$ cat config.mk
export PLATFORM = sky130hd
export DESIGN_NAME = fifo_burst_drain
export DESIGN_NICKNAME = d
export VERILOG_FILES = /design/src/rtl/fifo_burst_drain_pkg.sv /design/src/rtl/fifo_burst_drain.sv
export SDC_FILE = /design/constraint.sdc
export NUM_CORES = 1
export LEC_CHECK = 0
export ABC_AREA = 0
export BUFFER_PORTS_ARGS = -buffer_cell sky130_fd_sc_hd__buf_4
export CAP_MARGIN = 20
export CORE_MARGIN = 2
export CORE_UTILIZATION = 52
export DETAILED_ROUTE_END_ITERATION = 16
export HOLD_SLACK_MARGIN = 0.06
export PLACE_DENSITY = 0.81
export SETUP_SLACK_MARGIN = 0.15
export SYNTH_ARGS = -nofsm -noshare
export SYNTH_HDL_FRONTEND = slang
export SYNTH_SLANG_ARGS = --single-unit
$ cat constraint.sdc
create_clock -name i_clk -period 2.9 [get_ports i_clk]
set_input_delay 0.725 -clock i_clk [delete_from_list [all_inputs] [get_ports i_clk]]
set_output_delay 0.725 -clock i_clk [all_outputs]
set_load 0.02 [all_outputs]
$ cat src/rtl/fifo_burst_drain_pkg.sv
// fifo_burst_drain_pkg: shared types and constants for the burst drain block.
// Holds the FSM state encoding and the width of the optional burst counter.
package fifo_burst_drain_pkg;

  typedef enum logic [1:0] {
    IDLE   = 2'd0,
    HEADER = 2'd1,
    BODY   = 2'd2
  } state_t;

  // Width of the o_nBursts statistics counter (FIFO_BURST_DRAIN_STATS_EN builds).
  localparam int STATS_W = 16;

endpackage

$ cat src/rtl/fifo_burst_drain.sv
// fifo_burst_drain: pulls words from an upstream fifo and sends them
// downstream as bursts of [length header][len data words].
// A burst starts once MAXBURST words are waiting, or after TIMEOUT idle
// cycles with a partial fifo. The body is a combinational pass-through, so
// back-pressure from downstream reaches the upstream pop strobe directly.
// Optional macro FIFO_BURST_DRAIN_STATS_EN adds a 16-bit o_nBursts counter.
module fifo_burst_drain
  import fifo_burst_drain_pkg::*;
#(
  parameter int WIDTH    = 8,
  parameter int DEPTH    = 8,
  parameter int MAXBURST = 4,
  parameter int TIMEOUT  = 15
) (
  input  logic                       i_clk,
  input  logic                       i_rst,
  input  logic                       i_cg,
  input  logic [WIDTH-1:0]           i_data,
  input  logic                       i_valid,
  output logic                       o_ready,
  input  logic [$clog2(DEPTH+1)-1:0] i_nEntries,
  output logic [WIDTH-1:0]           o_data,
  output logic                       o_valid,
  input  logic                       i_ready
`ifdef FIFO_BURST_DRAIN_STATS_EN
  ,
  output logic [STATS_W-1:0]         o_nBursts
`endif
);

  localparam int CNT_W = $clog2(DEPTH + 1);
  localparam int LEN_W = $clog2(MAXBURST + 1);
  localparam int TMR_W = $clog2(TIMEOUT + 1);

  localparam logic [CNT_W-1:0] MAXB_C    = CNT_W'(MAXBURST);
  localparam logic [LEN_W-1:0] MAXB_LEN  = LEN_W'(MAXBURST);
  localparam logic [TMR_W-1:0] TIMEOUT_C = TMR_W'(TIMEOUT);

  state_t           state_q, state_d;
  logic [TMR_W-1:0] timer_q, timer_d;
  logic [LEN_W-1:0] len_q, len_d;
  logic [LEN_W-1:0] rem_q, rem_d;
  logic             trigger;

  // A full burst is waiting, or a partial one has sat for TIMEOUT cycles.
  assign trigger = (i_nEntries >= MAXB_C) || (i_valid && (timer_q == TIMEOUT_C));

  // State and burst bookkeeping registers; everything holds while i_cg is low.
  always_ff @(posedge i_clk or posedge i_rst) begin
    if (i_rst) begin
      state_q <= IDLE;
      timer_q <= '0;
      len_q   <= '0;
      rem_q   <= '0;
    end else if (i_cg) begin
      state_q <= state_d;
      timer_q <= timer_d;
      len_q   <= len_d;
      rem_q   <= rem_d;
    end
  end

  // Next-state logic and handshake outputs for IDLE / HEADER / BODY.
  always_comb begin
    state_d = state_q;
    timer_d = timer_q;
    len_d   = len_q;
    rem_d   = rem_q;
    o_valid = 1'b0;
    o_ready = 1'b0;
    o_data  = '0;
    case (state_q)
      IDLE: begin
        if (trigger) begin
          len_d   = (i_nEntries >= MAXB_C) ? MAXB_LEN : LEN_W'(i_nEntries);
          timer_d = '0;
          state_d = HEADER;
        end else if (!i_valid) begin
          timer_d = '0;
        end else if (timer_q != TIMEOUT_C) begin
          // Saturate rather than wrap so a stalled partial burst still fires.
          timer_d = timer_q + 1'b1;
        end
      end
      HEADER: begin
        o_valid = 1'b1;
        o_data  = WIDTH'(len_q);
        if (i_ready) begin
          rem_d   = len_q;
          state_d = BODY;
        end
      end
      BODY: begin
        o_data  = i_data;
        o_valid = i_valid;
        o_ready = i_ready;
        if (i_valid && i_ready) begin
          rem_d = rem_q - 1'b1;
          if (rem_q == LEN_W'(1)) state_d = IDLE;
        end
      end
      default: state_d = IDLE;
    endcase
  end

`ifdef FIFO_BURST_DRAIN_STATS_EN
  logic [STATS_W-1:0] bursts_q;

  // Count accepted headers; wraps naturally at all-ones.
  always_ff @(posedge i_clk or posedge i_rst) begin
    if (i_rst) begin
      bursts_q <= '0;
    end else if (i_cg && (state_q == HEADER) && i_ready) begin
      bursts_q <= bursts_q + 1'b1;
    end
  end

  assign o_nBursts = bursts_q;
`endif

endmodule

After elaboration in Yosys (flattened, before gate mapping)
Cells that the tools add are included.

Bits in registers: 12.

Equal/unequal tests: 10. Multiplexer cells: 15. Magnitude comparators: 1. $add $sub $neg: 2. Reductions and logical operators: 9.

Operators with widths (count): $pmux 8 s2 (1); $mux 4 (3); $mux 3 (3); $mux 2 (4); $ne 2x2->1 const B (4); $pmux 2 s3 (1); $pmux 3 s2 (1); $reduce_and 3->1 (2); $reduce_and 5->1 (1); $add 4x1->4 const B (1); $eq 4x4->1 const B (1); $ge 4x3->1 const B (1); $ne 4x4->1 const B (1); $reduce_and 4->1 (1); $eq 3x1->1 const B (1); $ne 3x2->1 const B (1); $sub 3x1->3 const B (1); $eq 2x1->1 const B (1); $eq 2x2->1 const B (1); $logic_and 1x1->1 (2); $logic_not 2->1 (1); $pmux 1 s2 (1); $reduce_bool 2->1 (1); $logic_or 1x1->1 (1); $mux 1 (1).

Longest topological paths before layout
Gate-level depths: netlist of run 1.

Depth after elaboration: 5. Depth in mapped cells: 6. Gate-level depth less buffers: 6.

Worst setup path after synthesis of run 1
OpenSTA, ideal clock, no wires.

Path type: register -> output. From: register state_q[0]. To: output o_valid. Data arrival time: 1.384 ns. Required time: 2.175 ns. Path slack: 0.791 ns. Cell stages (with the launch flop): 6. Path through: dfrtp_1 > inv_1 > ha_1 > clkbuf_1 > a21oi_1 > nor2b_1.

Cells in the longest elaborated chain, start to end: 2. Elaborated cells on any way between the ends: 3.

RTL lines: start, declared (RTL line fifo_burst_drain.sv:39) `state_t state_q, state_d;`; start signal, assigned (RTL line fifo_burst_drain.sv:56) `state_q <= state_d;`; $eq 2x2->1 / $eq 2x1->1 (equally long branches) (RTL line fifo_burst_drain.sv:72) `case (state_q)`; $pmux 1 s2 * (RTL line fifo_burst_drain.sv:72); end, declared (RTL line fifo_burst_drain.sv:23) `output logic o_valid,`.

Mark *: on every way between the ends. The rest lies on a longest branch, timed or not.

Final worst setup path of run 1
From: register state_q[0]. To: output o_data[0].

Cells in the longest elaborated chain, start to end: 2. Elaborated cells on any way between the ends: 3.

RTL lines: $eq 2x2->1 / $eq 2x1->1 (equally long branches) (RTL line fifo_burst_drain.sv:72); $pmux 8 s2 * (RTL line fifo_burst_drain.sv:72); end, declared (RTL line fifo_burst_drain.sv:22) `output logic [WIDTH-1:0] o_data,`.

Marks and branches as above.

==> results of run 1 <==
## how the worst max path moves through the flow
| stage | slack, ns | start | to |
|---|---|---|---|
| after floorplan | 0.79 | state_q[0]$_DFFE_PP0P_ | o_valid |
| after global placement | 0.84 | state_q[0]$_DFFE_PP0P_ | o_data[2] |
| after detailed placement | 0.74 | state_q[0]$_DFFE_PP0P_ | o_data[0] |
| after CTS | 0.43 | state_q[0]$_DFFE_PP0P_ | o_data[0] |
| after global routing | 0.25 | state_q[0]$_DFFE_PP0P_ | o_data[0] |
| final | 0.44 | state_q[0]$_DFFE_PP0P_ | o_data[0] |
## Yosys cell counts, drive strengths merged, types with 2 or more instances
master   n  area share (%)
a31oi    2             3.3
nor2     3             1.4
nand3    4             3.0
o21ai   10             7.0
dfrtp   12              36
nand4    2             1.5
mux2     2             2.7
a22oi    3             2.7
and2     6             4.5
nand2   14             6.4
ha       8              12
inv      7             3.2
a21oi    2             1.2
nor2b    5             3.8
## state kept, by name, summed over array words and instances, names as in the netlist
register and count:
state_q 2, len_q 3, timer_q 4, rem_q 3
## power by group through the flow
stage               clock (mW)  combinational, mW  sequential [mW]
global route             0.146              0.552            0.276
floorplan                    0              0.348            0.257
finish                   0.135              0.489            0.269
detailed placement           0              0.487            0.272
global placement             0              0.473            0.268
CTS                      0.137              0.491            0.269
## through the flow
step | util [%] | hold WS (ns)
after floorplan | - | 0.459
after global placement | 68.9 | 0.486
after detailed placement | 68.9 | 0.489
after CTS | 71.3 | 0.468
after global routing | 71.3 | 0.493
final | 71.3 | 0.450
## metal layers
layer  share of wire [%]  track usage, %  up-vias
met4                0.72            7.27        0
li1                    -               -      381
met2                  44            34.1       24
met5                   0               0        -
met3                 8.6            7.92        2
met1                  47            30.3      345
## kinds of logic (layout without fill, tap and decap cells)
group / count (synthesis) / after routing / synth area share (%)
AOI/OAI and AO/OA: 22 / 22 / 19.4
adders and majority gates: 8 / 8 / 12.1
buffers and inverters: 8 / 37 / 3.63
DFF: 12 / 12 / 36.3
muxes: 3 / 3 / 3.93
and+or+nand+nor: 38 / 38 / 24.7
## worst register-to-register path, cell delays in order, from the launching register on
cell and delay, ns:
dfrtp_1 0.41, inv_1 0.12, ha_1 0.46, o21ai_0 0.19, nand4_1 0.17, mux2_2 0.35
## cell type report
cell class / instances / area (um^2) / area share, %
well taps: 16 / 20.0 / 1.86
repair buffers: 26 / 195 / 18.2
clock buffers: 4 / 36.3 / 3.38
flip-flops and latches: 12 / 300 / 27.9
inverters: 7 / 26.3 / 2.44
multi-input cells: 71 / 497 / 46.2
==> out/results.tsv, run 1 <==
metric	value	unit
status	finished clean	
p_comb_share	54.8	%
syn_area	827	um^2
io_pins	27	
overflow	0	
reg2regPathDepth	5	
io_buffers	26	
drc	0	
maxCapViolations	0	
ys.flop_type	dfrtp_1	
irDropWorstVdd	0.000591	V
switching_share	42.3	%
rows	14	
grt_pass1_vias	688	
dp_cells	132	
fin_cells	136	
dr.first_iter.drc_count	17	
worstReg2RegEnd	state_q[1]$_DFFE_PP0P_	
hold_violations	0	
place_area	1040	um^2
yosysSeqAreaShare	36.3	%
finalSetupViolations	0	
avgSynthCellArea	9.09	um^2
power_frac_seq	30.2	%
yosysUniqueCellTypes	29	
layout-drive-gt1-share	30.8	%
cp_num_buf_inv	2	
max_slew.worst_pin.slew	0.466	ns
path_depth	5	
synth_nets	116	
clockRootBuffer	clkbuf_4	
totalWireLength	1.80	mm
crit_required	2.17	ns
diodes	0	
grt_max_degree	17	
initial_utilization	54.9	%
antenna_found_initial	0	
cts_setup_buffers	0	
die_w	43.9	um
worstPathMaxFanout	16	
cp-start-kind	flip-flop	
routed_via_density	5.53	
nets	146	
fin_crit_sh	84.7	%
cp.arrival	1.73	ns
synth_edf_count	0	
p_clk_share	15.1	%
fp.coreArea	1510	um^2
fin_area	1070	um^2
routabilityCongestion	0.824	
syn_to_final_growth	30.0	%
hold_buffers	0	
synth_warnings	0	
period_minus_slack	2.46	ns
h-tree-depth	1	
regToRegSetupSlack	1.08	ns
timing.rr.start	state_q[0]$_DFFE_PP0P_	
grt_pass1_wl	3.16	mm
synth_cells	91	
async_flop_share	100	%
cts_buffers	3	
yosys_register_bits	12	
final_common_cell	buf_4	
rsz0062_at_grt	no	
postCtsResizedCells	0	
power_leakage	0.515	nW
power_density	831	nW/um^2
wl_per_cell	13.3	um
clk_latency	0.28	ns
power.total	0.893	mW
cts_tree	yes	
dieArea	1930	um^2
cpPeakStageDelay	0.46	ns
crit_chain	inv_1 > ha_1 > a22oi_1 > nor2b_1 > buf_4	
clk_path_buf_depth	2	
power.switching	0.378	mW
slew_headroom	68.9	%
cts.sinks	12	
fin_skew	0.00714	ns
hold_path_class	primary input to async pin	
fin_setup_tns	0	ns
criticalPathCategory	flip-flop to primary output	
track_usage	22.6	%
ant_nets	0	
die_h	43.9	um
n_fill_cell	132	
drt-pass1-iter-count	4	
report.final.slew_viol_count	0	
cpLargestDelayFamily	adder cells	
max_freq	407	MHz
end_kind	primary output	
final.setup.worst_slack	0.442	ns
vias	752	
path_clk_slew	0.08	ns
p_int	0.515	mW
post-dp-hpwl	1.40	mm
layout_common_cells	buf_4 (26), nand2_1 (14), dfrtp_1 (12)	
slowest_stage	ha_1	
pre_cts_ws	0.740	ns
No activity file was read; power rests on OpenSTA's default activity.
==> run 2: changes to the inputs <==
--- a/config.mk
+++ b/config.mk
@@ -5,14 +5,14 @@
 export SDC_FILE = /design/constraint.sdc
 export NUM_CORES = 1
 export LEC_CHECK = 0
-export ABC_AREA = 0
+export ABC_AREA = 1
 export BUFFER_PORTS_ARGS = -buffer_cell sky130_fd_sc_hd__buf_4
 export CAP_MARGIN = 20
 export CORE_MARGIN = 2
-export CORE_UTILIZATION = 52
+export CORE_UTILIZATION = 49
 export DETAILED_ROUTE_END_ITERATION = 16
 export HOLD_SLACK_MARGIN = 0.06
-export PLACE_DENSITY = 0.81
+export PLACE_DENSITY = 0.77
 export SETUP_SLACK_MARGIN = 0.15
 export SYNTH_ARGS = -nofsm -noshare
 export SYNTH_HDL_FRONTEND = slang
==> constraint.sdc (replaced) <==
create_clock -name i_clk -period 2.4 [get_ports i_clk]
set_input_delay 0.6 -clock i_clk [delete_from_list [all_inputs] [get_ports i_clk]]
set_output_delay 0.6 -clock i_clk [all_outputs]
set_load 0.02 [all_outputs]
==> run 2 against run 1 <==
Compared with the run above: critical path depth stayed put; register-to-register slack lost 0.15 ns; global-route usage fell by 2.9 points; cell area is 0.12% higher; first-iteration DRC count fell by 53%; power grew 20%; combinational power is 17% higher; synthesized cell count is 24% higher; routed wire length shrank 1.2%; largest power group unchanged.
==> out/results.tsv, run 2 <==
metric	value	unit	change
status	finished clean		unchanged
synth_edf_count	0		unchanged
h-tree-depth	1		unchanged
wl_per_cell	11.3	um	was 13.3 um
clk_latency	0.26	ns	was 0.28 ns
fin_setup_tns	0	ns	unchanged
synth_top_family_by_area	simple AND/OR/NAND/NOR gates		unchanged
cp.arrival	1.54	ns	was 1.73 ns
fp.coreArea	1540	um^2	was 1510 um^2
reg_top3	timer_q (4), len_q (3), rem_q (3)		unchanged
cts_buffers	3		unchanged
yosysMostFrequentCell	nand2_1		unchanged
end_kind	primary output		unchanged
synth-compound-area-share	8.93	%	was 19.4%
clockRootBuffer	clkbuf_4		unchanged
final.setup.worst_slack	0.257	ns	was 0.442 ns
clk_path_buf_depth	2		unchanged
hold_violations	0		unchanged
synth_nets	138		was 116
path_clk_slew	0.08	ns	about the same
dp_cells	154		was 132
layout_common_cells	nand2_1 (39), buf_4 (26), inv_1 (16)		was buf_4 (26), nand2_1 (14), dfrtp_1 (12)
pre_cts_ws	0.417	ns	was 0.740 ns
ant_nets	0		unchanged
drc	0		unchanged
maxCapViolations	0		unchanged
initial_utilization	53.7	%	was 54.9%
hold_path_class	primary input to async pin		unchanged
cts.sinks	12		unchanged
rsz0062_at_grt	no		unchanged
syn_to_final_growth	30.1	%	was 30.0%
reg2regPathDepth	7		was 5
synth_warnings	0		unchanged
power_density	993	nW/um^2	was 831 nW/um^2
netlist_top_cells_count	nand2_1 (39), inv_1 (16), dfrtp_1 (12)		was nand2_1 (14), dfrtp_1 (12), ha_1 (8)
nets	168		was 146
synthSimpleGateAreaFrac	31.2	%	was 24.7%
synth.area.mux_share	0	%	was 3.93%
slew_headroom	69.9	%	was 68.9%
cp-start-kind	flip-flop		unchanged
post-dp-hpwl	1.38	mm	was 1.40 mm
layout-drive-gt1-share	27.5	%	was 30.8%
fin_util	69.8	%	was 71.3%
yosysSeqAreaShare	36.3	%	unchanged
worstPathMaxFanout	13		was 16
power.total	1.07	mW	was 0.893 mW
regMostFlops	timer_q		unchanged
rows	14		unchanged
track_usage	19.7	%	was 22.6%
place_area	1040	um^2	about the same
diodes	0		unchanged
die_w	45.1	um	was 43.9 um
grt_pass1_wl	2.90	mm	was 3.16 mm
overflow	0		unchanged
async_flop_share	100	%	unchanged
routed_via_density	4.92		was 5.53
crit_required	1.80	ns	was 2.17 ns
final_common_cell	nand2_1		was buf_4
dieArea	2030	um^2	was 1930 um^2
criticalPathCategory	flip-flop to primary output		unchanged
grt_pass1_vias	711		was 688
hold_ws	0.334	ns	was 0.450 ns
fin_area	1080	um^2	was 1070 um^2
die_h	45.1	um	was 43.9 um
fin_crit_sh	89.3	%	
cts_tree	yes		unchanged
io_pins	27		unchanged
fin_skew	0.00114	ns	was 0.00714 ns
synth-xor-area-share	3.18	%	was 0%
avgSynthCellArea	7.32	um^2	was 9.09 um^2
ys.flop_type	dfrtp_1		unchanged
yosys_register_bits	12		unchanged
fin_cells	158		was 136
totalWireLength	1.78	mm	was 1.80 mm
antenna_found_initial	0		unchanged
period_minus_slack	2.14	ns	
yosysUniqueCellTypes	19		was 29
grt_max_degree	14		was 17
dr.first_iter.drc_count	8		was 17
irDropWorstVdd	0.000633	V	was 0.000591 V
largest_reg_flops	4		unchanged
synth_cells	113		was 91
routabilityCongestion	0.782		was 0.824
vias	778		was 752
synth_area_leaders	dfrtp_1 (36%), nand2_1 (18%), ha_1 (12%), inv_1 (7.3%), o21ai_0 (4.8%)		was dfrtp_1 (36%), ha_1 (12%), nand2_1 (6.4%), and2_1 (4.5%), nor2b_1 (3.8%)
drt-pass1-iter-count	4		unchanged
finalSetupViolations	0		unchanged
io_buffers	26		unchanged
synth_top_area_share	36.3	%	unchanged
power_leakage	0.596	nW	was 0.515 nW
syn_area	827	um^2	unchanged
report.final.slew_viol_count	0		unchanged
synth_adder_area_share	12.1	%	unchanged
max_freq	467	MHz	
max_slew.worst_pin.slew	0.451	ns	was 0.466 ns
yosysTopAreaCell	dfrtp_1		unchanged
[run 2: cell types whose count changed in the layout (fill, tap and decap cells not counted), sizes merged, moves of 5 or more]
cell and change:
and2 -6, inv +10, nor2b -5, nand2 +26, nor2 +5
[run 2: power by group]
group	switching [mW]	total, mW	internal [mW]
Combinational	0.350	0.573	0.223
Sequential	0.0609	0.337	0.276
Clock	0.0658	0.158	0.0920
Total	0.477	1.07	0.591
[run 2: repair_timing]
item | in CTS | in global routing
setup buffers | 0 | 0
gates resized for setup | 1 | 0
endpoints found under the setup margin | 1 | 0
hold buffers | 0 | 0
[run 2: worst paths after layout]
check                           slack [ns]                     end                    from
max in group asynchronous             1.76  state_q[1]$_DFFE_PP0P_                   i_rst
worst max-delay path                  0.26               o_data[1]  state_q[0]$_DFFE_PP0P_
worst min register to register        0.53  state_q[1]$_DFFE_PP0P_  state_q[1]$_DFFE_PP0P_
worst min-delay path                  0.33    rem_q[1]$_DFFE_PP0P_                   i_rst
min in group i_clk                    0.53  state_q[1]$_DFFE_PP0P_  state_q[1]$_DFFE_PP0P_
worst max register to register        0.93  state_q[1]$_DFFE_PP0P_  state_q[0]$_DFFE_PP0P_
[run 2: critical path, stage by stage (launching register included)]
cell	delay [ns]
dfrtp_1	0.41
inv_1	0.12
ha_2	0.32
nand2_1	0.09
a21oi_1	0.17
buf_4	0.17
[run 2: cells by family (layout without fill, tap and decap cells)]
logic type,after synthesis,after routing
fa+ha+maj,8,8
flops,12,12
simple gates,58,58
compound gates,14,14
xor+xnor,3,3
buf+inv,18,47
[run 2: layout make-up]
type / instances / area (um^2)
clock buffers: 4 / 36.3
fillers: 132 / 465
well taps: 16 / 20.0
flip-flops and latches: 12 / 300
inverters: 17 / 63.8
repair buffers: 26 / 195
multi-input cells: 83 / 460
[run 2: layer usage]
layer / vias up / share of wire [%] / track usage, %
li1: 408 / - / -
met1: 339 / 42 / 23.1
met2: 29 / 49 / 36.3
met3: 2 / 9.2 / 3.60
met4: 0 / 0.62 / 5.29
met5: - / 0 / 0
==> run 3: changes to the inputs <==
--- a/config.mk
+++ b/config.mk
@@ -12,7 +12,7 @@
 export CORE_UTILIZATION = 49
 export DETAILED_ROUTE_END_ITERATION = 16
 export HOLD_SLACK_MARGIN = 0.06
-export PLACE_DENSITY = 0.77
+export PLACE_DENSITY_LB_ADDON = 0.08
 export SETUP_SLACK_MARGIN = 0.15
 export SYNTH_ARGS = -nofsm -noshare
 export SYNTH_HDL_FRONTEND = slang
==> run 3 against run 2 <==
Compared with the run above: non-clock buffer count unchanged; critical endpoint is now o_data[2]; die area unchanged; first-iteration DRC count up 13%; fmax down 0.40%; routed wire length up 1.9%.
==> out/results.tsv, run 3 (synthesized netlist as in run 2, its figures left out) <==
metric	value	unit	change
crit_chain	inv_1 > ha_2 > nand2_1 > a21oi_1 > buf_4		unchanged
cp_num_buf_inv	2		unchanged
power_leakage	0.596	nW	unchanged
die_h	45.1	um	unchanged
cpPeakStageDelay	0.42	ns	was 0.41 ns
period_minus_slack	2.15	ns	was 2.14 ns
regToRegSetupSlack	0.91	ns	was 0.93 ns
grt_pass1_vias	737		was 711
totalWireLength	1.82	mm	was 1.78 mm
hold_path_class	primary input to async pin		unchanged
worstPathMaxFanout	13		unchanged
die_w	45.1	um	unchanged
slowest_stage	dfrtp_1		unchanged
grt_max_degree	14		unchanged
timing.rr.start	state_q[0]$_DFFE_PP0P_		unchanged
clk_latency	0.27	ns	was 0.26 ns
layout-drive-gt1-share	27.5	%	unchanged
io_buffers	26		unchanged
dieArea	2030	um^2	unchanged
io_pins	27		unchanged
report.final.slew_viol_count	0		unchanged
reg_top3	timer_q (4), len_q (3), rem_q (3)		unchanged
largest_reg_flops	4		unchanged
cts_tree	yes		unchanged
regMostFlops	timer_q		unchanged
dr.first_iter.drc_count	9		was 8
fin_crit_sh	89.7	%	was 89.3%
layout_common_cells	nand2_1 (39), buf_4 (26), inv_1 (16)		unchanged
reg2regPathDepth	7		unchanged
ant_nets	0		unchanged
drc	0		unchanged
vias	769		was 778
grt_pass1_wl	3.03	mm	was 2.90 mm
cp.arrival	1.55	ns	was 1.54 ns
path_clk_slew	0.08	ns	about the same
finalSetupViolations	0		unchanged
initial_utilization	53.7	%	unchanged
track_usage	20.6	%	was 19.7%
cpLargestDelayFamily	flip-flops		unchanged
diodes	0		unchanged
criticalPathCategory	flip-flop to primary output		unchanged
max_freq	465	MHz	was 467 MHz
hold_violations	0		unchanged
final.setup.worst_slack	0.248	ns	was 0.257 ns
syn_to_final_growth	30.1	%	unchanged
end_kind	primary output		unchanged
wl_per_cell	11.5	um	was 11.3 um
drt-pass1-iter-count	4		unchanged
rsz0062_at_grt	no		unchanged
routed_via_density	4.87		was 4.92
power.total	1.07	mW	about the same
cts.sinks	12		unchanged
h-tree-depth	1		unchanged
fin_setup_tns	0	ns	unchanged
irDropWorstVdd	0.000703	V	was 0.000633 V
maxCapViolations	0		unchanged
worstReg2RegEnd	state_q[0]$_DFFE_PP0P_		was state_q[1]$_DFFE_PP0P_
post-dp-hpwl	1.51	mm	was 1.38 mm
cp-start-kind	flip-flop		unchanged
clockRootBuffer	clkbuf_4		unchanged
crit_required	1.80	ns	about the same
status	finished clean		unchanged
rows	14		unchanged
pre_cts_ws	0.435	ns	was 0.417 ns
fin_skew	0.000471	ns	was 0.00114 ns
fp.coreArea	1540	um^2	unchanged
cts_setup_buffers	0		unchanged
antenna_found_initial	0		unchanged
slew_headroom	69.9	%	about the same
overflow	0		unchanged
power_density	997	nW/um^2	was 993 nW/um^2
hold_ws	0.330	ns	was 0.334 ns
nets	168		unchanged
cts_buffers	3		unchanged
max_slew.worst_pin.slew	0.452	ns	was 0.451 ns
final_common_cell	nand2_1		unchanged
clk_path_buf_depth	2		unchanged
routabilityCongestion	0.803		was 0.782
run 3: area by class of cell:
class                   instances  area, um^2
multi-input cells              83         460
fillers                       153         465
well taps                      16        20.0
inverters                      17        63.8
flip-flops and latches         12         300
clock buffers                   4        36.3
repair buffers                 26         195
run 3: worst max path at each step:
stage	start	to	slack (ns)	depth (start not counted)
2_1_floorplan	state_q[0]$_DFFE_PP0P_	o_data[2]	0.51	5
3_3_place_gp	state_q[0]$_DFFE_PP0P_	o_data[2]	0.52	5
3_5_place_dp	state_q[0]$_DFFE_PP0P_	o_data[2]	0.44	5
4_1_cts	state_q[0]$_DFFE_PP0P_	o_data[2]	0.24	5
5_1_grt	state_q[0]$_DFFE_PP0P_	o_data[2]	0.15	5
6_report	state_q[0]$_DFFE_PP0P_	o_data[2]	0.25	5
run 3: stage by stage:
| stage | instance area [um^2] | instances | util (%) |
|---|---|---|---|
| 6_report | 1080 | 158 | 69.8 |
| 5_1_grt | 1080 | 158 | 69.8 |
| 4_1_cts | 1080 | 158 | 69.8 |
| 3_5_place_dp | 1040 | 154 | 67.3 |
| 3_3_place_gp | 1040 | 154 | 67.3 |
| 2_1_floorplan | 827 | 113 | - |
run 3: per-layer routing:
metal	global-route usage (%)	wire length, um	vias up
met1	25.2	839	330
met3	2.80	148	2
met5	0	0	-
met2	34.6	817	31
li1	-	-	406
met4	11.8	12	0
run 3: power breakdown:
part           switching [mW]  internal (mW)
Clock                  0.0680         0.0922
Combinational           0.353          0.223
Sequential             0.0603          0.276
Total                   0.481          0.591
run 3: what timing repair did:
| item | CTS | global route |
|---|---|---|
| hold buffers | 0 | 0 |
| resized for setup | 1 | 0 |
| endpoints found under the hold margin | 0 | 0 |
| endpoints found under the setup margin | 2 | 0 |
